**config.mk**
```make
export PLATFORM = sky130hd
export DESIGN_NAME = video_crop_decim_flat
export DESIGN_NICKNAME = d
export VERILOG_FILES = /design/src/rtl/video_crop_decim_if.sv /design/src/rtl/video_crop_decim.sv /design/src/flat_wrapper.sv
export SDC_FILE = /design/constraint.sdc
export NUM_CORES = 1
export LEC_CHECK = 0
export ABC_AREA = 1
export CORE_MARGIN = 4
export CORE_UTILIZATION = 50
export DETAILED_ROUTE_END_ITERATION = 8
export HOLD_SLACK_MARGIN = 0.08
export PLACE_DENSITY = 0.7
export SLEW_MARGIN = 25
export SYNTH_ARGS = -nofsm -noshare
export SYNTH_HDL_FRONTEND = slang
export SYNTH_SLANG_ARGS = --single-unit
```
**constraint.sdc**
```tcl
create_clock -name clk -period 7.45 [get_ports clk]
set_input_delay 1.1175 -clock clk [delete_from_list [all_inputs] [get_ports clk]]
set_output_delay 1.1175 -clock clk [all_outputs]
set_load 0.05 [all_outputs]
```
**src/rtl/video_crop_decim_if.sv**
```systemverilog
// Raw and processed video stream signals of video_crop_decim.
// The master side drives the raw stream and observes the cropped stream;
// the slave side is the crop/decimation block itself.
interface video_crop_decim_if #(
   parameter int PW = 24
);
   logic          vs_i;
   logic          de_i;
   logic [PW-1:0] rgb_i;
   logic          vs_o;
   logic          de_o;
   logic [PW-1:0] rgb_o;
   logic          sof_o;
   logic          eol_o;

   modport master (
      output vs_i, de_i, rgb_i,
      input  vs_o, de_o, rgb_o, sof_o, eol_o
   );

   modport slave (
      input  vs_i, de_i, rgb_i,
      output vs_o, de_o, rgb_o, sof_o, eol_o
   );
endinterface

```
**src/rtl/video_crop_decim.sv**
```systemverilog
// Video crop and power-of-two decimation.
// The crop window and decimation exponents are captured on every vs_i
// rising edge; pixels inside the window whose offset from the window
// origin is a multiple of 2^decim are forwarded one clock later.
module video_crop_decim #(
   parameter int DATA_WIDTH  = 8,
   parameter int CHANNELS    = 3,
   parameter int X_WIDTH     = 12,
   parameter int Y_WIDTH     = 12,
   parameter int DECIM_WIDTH = 2
) (
   input  logic                   clk,
   input  logic                   rst,
   input  logic [X_WIDTH-1:0]     start_x,
   input  logic [X_WIDTH-1:0]     end_x,
   input  logic [Y_WIDTH-1:0]     start_y,
   input  logic [Y_WIDTH-1:0]     end_y,
   input  logic [DECIM_WIDTH-1:0] decim_x,
   input  logic [DECIM_WIDTH-1:0] decim_y,
   video_crop_decim_if.slave      vid,
   output logic                   active,
   output logic                   err_o,
   output logic [X_WIDTH-1:0]     out_w,
   output logic [Y_WIDTH-1:0]     out_h
);
   localparam int PW = DATA_WIDTH * CHANNELS;
   localparam logic [X_WIDTH-1:0] X_ONE = X_WIDTH'(1);
   localparam logic [Y_WIDTH-1:0] Y_ONE = Y_WIDTH'(1);

   typedef enum logic [1:0] {IDLE, RUN, BAD} state_t;

   state_t                 state_q, state_d;
   logic                   vs_prev_q, de_prev_q;
   logic [X_WIDTH-1:0]     x_q, x_d, sx_q, sx_d, ex_q, ex_d, out_w_q, out_w_d;
   logic [Y_WIDTH-1:0]     y_q, y_d, sy_q, sy_d, ey_q, ey_d, out_h_q, out_h_d;
   logic [DECIM_WIDTH-1:0] dx_q, dx_d, dy_q, dy_d;
   logic                   sof_pend_q, sof_pend_d;
   logic                   vs_o_q, vs_o_d, de_o_q, de_o_d, sof_o_q, sof_o_d;
   logic                   eol_o_q, eol_o_d, active_q, active_d, err_q, err_d;
   logic [PW-1:0]          rgb_o_q, rgb_o_d;

   logic                   vs_rise, de_fall, win_ok, keep;
   logic [X_WIDTH-1:0]     x_cur, x_off, x_mask, last_x;
   logic [Y_WIDTH-1:0]     y_cur, y_off, y_mask;

   // FSM state register
   // NOTE: sequential state uses non-blocking assignments so every flop samples pre-edge values.
   always_ff @(posedge clk) begin
      if (rst) state_q <= IDLE;
      else     state_q <= state_d;
   end

   // Next-state, window evaluation, counters and output next values
   // NOTE: every signal gets a default at the top so no path can infer a latch.
   always_comb begin
      vs_rise    = vid.vs_i & ~vs_prev_q;
      de_fall    = ~vid.de_i & de_prev_q;

      // On a frame-start edge the ports take effect in the same cycle
      sx_d       = vs_rise ? start_x : sx_q;
      ex_d       = vs_rise ? end_x   : ex_q;
      sy_d       = vs_rise ? start_y : sy_q;
      ey_d       = vs_rise ? end_y   : ey_q;
      dx_d       = vs_rise ? decim_x : dx_q;
      dy_d       = vs_rise ? decim_y : dy_q;
      win_ok     = (sx_d < ex_d) && (sy_d < ey_d);

      state_d    = state_q;
      if (vs_rise) state_d = win_ok ? RUN : BAD;

      // Position of the pixel on the input this cycle
      x_cur      = vs_rise ? '0 : x_q;
      y_cur      = vs_rise ? '0 : y_q;
      x_off      = x_cur - sx_d;
      y_off      = y_cur - sy_d;
      x_mask     = ~({X_WIDTH{1'b1}} << dx_d);
      y_mask     = ~({Y_WIDTH{1'b1}} << dy_d);
      last_x     = sx_d + (((ex_d - X_ONE - sx_d) >> dx_d) << dx_d);

      keep       = (state_d == RUN) && vid.de_i
                   && (x_cur >= sx_d) && (x_cur < ex_d)
                   && (y_cur >= sy_d) && (y_cur < ey_d)
                   && ((x_off & x_mask) == '0) && ((y_off & y_mask) == '0);

      // Saturating column/line counters
      x_d        = x_cur;
      y_d        = y_cur;
      if (vid.de_i) begin
         if (x_cur != '1) x_d = x_cur + X_ONE;
      end else if (de_fall && !vs_rise) begin
         x_d = '0;
         if (y_q != '1) y_d = y_q + Y_ONE;
      end

      sof_pend_d = sof_pend_q;
      if (vs_rise) sof_pend_d = 1'b1;
      if (keep)    sof_pend_d = 1'b0;

      out_w_d    = out_w_q;
      out_h_d    = out_h_q;
      if (vs_rise) begin
         out_w_d = win_ok ? ((ex_d - sx_d - X_ONE) >> dx_d) + X_ONE : '0;
         out_h_d = win_ok ? ((ey_d - sy_d - Y_ONE) >> dy_d) + Y_ONE : '0;
      end

      vs_o_d     = vid.vs_i;
      de_o_d     = keep;
      rgb_o_d    = keep ? vid.rgb_i : '0;
      sof_o_d    = keep && (vs_rise || sof_pend_q);
      eol_o_d    = keep && (x_cur == last_x);
      active_d   = (state_d == RUN);
      err_d      = (state_d == BAD);
   end

   // Datapath, shadow window and registered outputs
   always_ff @(posedge clk) begin
      if (rst) begin
         vs_prev_q  <= 1'b0;
         de_prev_q  <= 1'b0;
         x_q        <= '0;
         y_q        <= '0;
         sx_q       <= '0;
         ex_q       <= '0;
         sy_q       <= '0;
         ey_q       <= '0;
         dx_q       <= '0;
         dy_q       <= '0;
         sof_pend_q <= 1'b0;
         out_w_q    <= '0;
         out_h_q    <= '0;
         vs_o_q     <= 1'b0;
         de_o_q     <= 1'b0;
         rgb_o_q    <= '0;
         sof_o_q    <= 1'b0;
         eol_o_q    <= 1'b0;
         active_q   <= 1'b0;
         err_q      <= 1'b0;
      end else begin
         vs_prev_q  <= vid.vs_i;
         de_prev_q  <= vid.de_i;
         x_q        <= x_d;
         y_q        <= y_d;
         sx_q       <= sx_d;
         ex_q       <= ex_d;
         sy_q       <= sy_d;
         ey_q       <= ey_d;
         dx_q       <= dx_d;
         dy_q       <= dy_d;
         sof_pend_q <= sof_pend_d;
         out_w_q    <= out_w_d;
         out_h_q    <= out_h_d;
         vs_o_q     <= vs_o_d;
         de_o_q     <= de_o_d;
         rgb_o_q    <= rgb_o_d;
         sof_o_q    <= sof_o_d;
         eol_o_q    <= eol_o_d;
         active_q   <= active_d;
         err_q      <= err_d;
      end
   end

   assign vid.vs_o  = vs_o_q;
   assign vid.de_o  = de_o_q;
   assign vid.rgb_o = rgb_o_q;
   assign vid.sof_o = sof_o_q;
   assign vid.eol_o = eol_o_q;
   assign active    = active_q;
   assign err_o     = err_q;
   assign out_w     = out_w_q;
   assign out_h     = out_h_q;
endmodule

```
**src/flat_wrapper.sv**
```systemverilog
// flat-port wrapper written by rule: the top's interface ports become plain ports
module video_crop_decim_flat 
#(
   parameter int DATA_WIDTH  = 8,
   parameter int CHANNELS    = 3,
   parameter int X_WIDTH     = 12,
   parameter int Y_WIDTH     = 12,
   parameter int DECIM_WIDTH = 2
)
  (clk, rst, start_x, end_x, start_y, end_y, decim_x, decim_y, active, err_o, out_w, out_h, vid_vs_i, vid_de_i, vid_rgb_i, vid_vs_o, vid_de_o, vid_rgb_o, vid_sof_o, vid_eol_o);
  video_crop_decim_if #(.PW(24)) vid_i ();
  input  logic clk;
  input  logic rst;
  input  logic [X_WIDTH-1:0] start_x;
  input  logic [X_WIDTH-1:0] end_x;
  input  logic [Y_WIDTH-1:0] start_y;
  input  logic [Y_WIDTH-1:0] end_y;
  input  logic [DECIM_WIDTH-1:0] decim_x;
  input  logic [DECIM_WIDTH-1:0] decim_y;
  output logic active;
  output logic err_o;
  output logic [X_WIDTH-1:0] out_w;
  output logic [Y_WIDTH-1:0] out_h;
  input wire logic [$bits(vid_i.vs_i)-1:0] vid_vs_i;
  input wire logic [$bits(vid_i.de_i)-1:0] vid_de_i;
  input wire logic [$bits(vid_i.rgb_i)-1:0] vid_rgb_i;
  output wire logic [$bits(vid_i.vs_o)-1:0] vid_vs_o;
  output wire logic [$bits(vid_i.de_o)-1:0] vid_de_o;
  output wire logic [$bits(vid_i.rgb_o)-1:0] vid_rgb_o;
  output wire logic [$bits(vid_i.sof_o)-1:0] vid_sof_o;
  output wire logic [$bits(vid_i.eol_o)-1:0] vid_eol_o;
  assign vid_i.vs_i = vid_vs_i;
  assign vid_i.de_i = vid_de_i;
  assign vid_i.rgb_i = vid_rgb_i;
  assign vid_vs_o = vid_i.vs_o;
  assign vid_de_o = vid_i.de_o;
  assign vid_rgb_o = vid_i.rgb_o;
  assign vid_sof_o = vid_i.sof_o;
  assign vid_eol_o = vid_i.eol_o;
  video_crop_decim #(.DATA_WIDTH(DATA_WIDTH), .CHANNELS(CHANNELS), .X_WIDTH(X_WIDTH), .Y_WIDTH(Y_WIDTH), .DECIM_WIDTH(DECIM_WIDTH)) u_core (.clk(clk), .rst(rst), .start_x(start_x), .end_x(end_x), .start_y(start_y), .end_y(end_y), .decim_x(decim_x), .decim_y(decim_y), .vid(vid_i), .active(active), .err_o(err_o), .out_w(out_w), .out_h(out_h));
endmodule
```
==> results.yml <==
synth:
  yosysMostFrequentCell: "nand2_1"
  synth_top_family_by_area: "simple AND/OR/NAND/NOR gates"
  syn_inst: 1441
  ys_warn_count: 0
  synth.area.mux_share_pct: 0.3046
  synth_area_per_cell_sq_um: 6.841
  ys_ff_latch: 134
  synth_compound_area_share_pct: 14.29
  synth-async-reset-ratio_pct: 0
  synthAdderAreaFrac_pct: 14.06
  synth-edff-count: 0
  synth_area_leaders: "dfxtp_1 27%, ha_1 13%, nand2_1 10%"
  synth_flop_cell: "dfxtp_1"
  synth_fp_nets: 1630
  synth_area_sq_mm: 0.009858
  synth_top_cell_by_area: "dfxtp_1"
  synth_top_cells_by_count: "273 x nand2_1, 176 x inv_1, 146 x nor2_1, 134 x dfxtp_1, 116 x nand3_1"
  ys_types: 51
  synth_top_area_share_pct: 27.21
  synthXorXnorAreaFrac_pct: 2.843
  yosys.area_share.simple_pct: 31.82
  yosysSeqAreaShare_pct: 27.21
floorplan:
  dieArea_sq_mm: 0.02203
  die_h_um: 148.4
  die_x_um: 148.4
  rows: 51
  io_pins: 134
  start_util_pct: 50.82
  coreArea_sq_mm: 0.01940
clock_network:
  cts_buffers: 17
  cts_tree: "built"
  cts_resized: 0
  holdBufCountCts: 0
  cts.clk_slew.worst_paths_ns: 0.07
  postCtsSetupBuffers: 0
  clock_latency_ns: 0.43
  htreeDepth: 4
  clockRootBuffer: "clkbuf_16"
  numClockSinks: 134
  cts_buffer_depth: 2
power_and_ir_drop:
  power_density_mw_per_mm2: 225.5
  leakagePower_uw: 0.005708
  irDropWorstVdd_mv: 0.1886
timing:
  fmax_mhz: 161.0
  worst-slew-pin-transition_ns: 0.8905
  fin_crit_sh_pct: 83.40
  final_hold_viol_count: 0
  setup_tns_ns: 0
  worst_clock_skew_ns: 0.01261
  slew_viol_final: 0
  rsz0062_at_grt: "false"
  max_slew_margin_pct: 40.57
  setup_viol: 0
  period_minus_slack_ns: 6.213
critical_path:
  crit_fanout: 33
  slowest_delay_ns: 0.60
  startpoint_type: "primary input"
  r2r_slack_ns: 2.09
  cp-end-kind: "flip-flop"
  arrival_ns: 6.59
  slowest_stage: "clkdlybuf4s50_1"
  r2r-end: "u_core.vid.eol_o"
  r2r_start: "u_core.vs_prev_q"
  worstPathRequired_ns: 7.82
  critical_path_class: "primary input to flip-flop"
  crit_top_cell: "o21ai_0"
  ff2ff_path_depth: 30
route:
  route.met3.wl_um: 1531
  drtIter0Drc: 551
  routed_wl_um: 27930
  firstDrtPassIters: 6
  vias: 9691
  routed.top_layer: "met4"
  wl_per_cell_um: 15.21
  wl_met2_um: 13110
  drc: 0
  viasPerCell: 5.278
  wirelength_met1_um: 12780
  antenna_left: 0
grt:
  grt_usage_pct: 25.56
  grt_pass1_wl_um: 45700
  grt_max_degree: 93
  grt_pass1_vias: 9157
  grt-ovfl-total: 0
  antenna_found_initial: 0
final_layout:
  nets: 1747
  design_area_sq_mm: 0.01202
  drive_gt1_share_pct: 9.102
  fin_util_pct: 61.94
  n_antenna_cell: 0
  syn_to_final_growth_pct: 21.88
placement:
  gp_congestion: 0.9456
  placed_area_sq_mm: 0.01136
  port_buffers: 133
  post-dp-hpwl_um: 21400
min_path:
  hold_class: "flip-flop to flip-flop"
  whs_path_depth: 2
  min_to: "u_core.out_h[11]"
  holdCritStartpoint: "u_core.out_h[11]"
run:
  max_cap_viol_count: 0
outcome:
  status: "finished, final reports clean"
-- stage by stage --
stage / total power [uW] / setup WS, ns / hold WS [ns] / std cells
CTS: 2718 / 1.318 / 0.4647 / 1835
finish: 2710 / 1.237 / 0.4625 / 1836
global placement: 1789 / 1.059 / 0.4501 / 1803
global route: 2897 / 0.7679 / 0.4782 / 1836
detailed placement: 1797 / 0.9127 / 0.4541 / 1803
floorplan: 1542 / 1.820 / 0.4339 / 1441
-- metal layers --
layer	track usage [%]	vias up
met5	0	-
li1	-	4959
met1	34.67	4437
met2	42.41	259
met4	7.113	0
met3	4.052	36
-- layout by cell type (no fill, tap or decap), types with 3 or more instances in the layout --
master and count:
a211oi_1 9, a21boi_0 3, a21o_1 3, a21oi_1 94
a221oi_1 4, a22oi_1 3, a31oi_1 4, and3_1 25
buf_4 9, clkbuf_16 17, clkdlybuf4s50_1 132, clkinv_8 3
dfxtp_1 134, fa_1 3, ha_1 106, inv_1 176
inv_2 7, inv_6 5, inv_8 4, mux2i_1 3
nand2_1 273, nand2_2 16, nand3_1 116, nand3_2 8
nand3b_1 4, nand4_1 16, nor2_1 146, nor2_2 7
nor3_1 15, o2111ai_1 4, o211ai_1 6, o21ai_0 93
o21ai_1 10, o21ai_2 7, o21bai_1 5, or2_1 4
or2_2 42, xnor2_1 7, xor2_1 25
-- kinds of logic (layout without fill, tap and decap cells) --
| kind of cell | after synthesis | after routing |
|---|---|---|
| AO/OA/AOI/OAI | 249 | 249 |
| XOR/XNOR | 32 | 32 |
| adder cells (fa/ha/maj) | 109 | 109 |
| buffers and inverters | 231 | 361 |
| flip-flops | 134 | 134 |
| multiplexers | 3 | 3 |
| AND/OR/NAND/NOR | 683 | 683 |
-- how the worst max path moves through the flow --
stage / cells after the start / start / to
global placement: 30 / vid_vs_i / u_core.vid.eol_o
detailed placement: 30 / vid_vs_i / u_core.vid.eol_o
CTS: 30 / vid_vs_i / u_core.vid.eol_o
floorplan: 31 / vid_vs_i / u_core.vid.eol_o
finish: 30 / vid_vs_i / u_core.vid.eol_o
global route: 29 / vid_vs_i / u_core.vid.eol_o
-- final cells by class --
cell class	instances	area [sq um]
clock inverters	15	206.4
multi-input cells	1076	6242
well taps	265	331.6
inverters	186	705.7
fillers	1889	7383
repair buffers	143	1421
flip-flops and latches	134	2683
clock buffers	17	425.4
-- worst max-delay path, delay by kind of cell --
family / cells / cell delay, ns
AOI/OAI and AO/OA: 8 / 1.57
and+or+nand+nor: 14 / 1.46
buffers and inverters: 4 / 1.18
adders and majority gates: 2 / 0.84
xor gates and xnor gates: 2 / 0.40
-- sequential cells by signal (all words and copies together) (netlist names), 2 cells and up --
name and count:
u_core.ey_q 12, u_core.vid.rgb_o 24, u_core.dx_q 2, u_core.out_w 12, u_core.sy_q 12, u_core.out_h 12
u_core.y_q 12, u_core.ex_q 12, u_core.sx_q 12, u_core.dy_q 2, u_core.x_q 12, u_core.state_q 2
-- where the power goes --
part	leakage (uW)	switching, uW	internal, uW
clock network	0.000309	393	516
registers	0.00109	11.7	752
logic	0.00430	669	368
total	0.00571	1070	1640
Power figures use the tool's default switching activity.
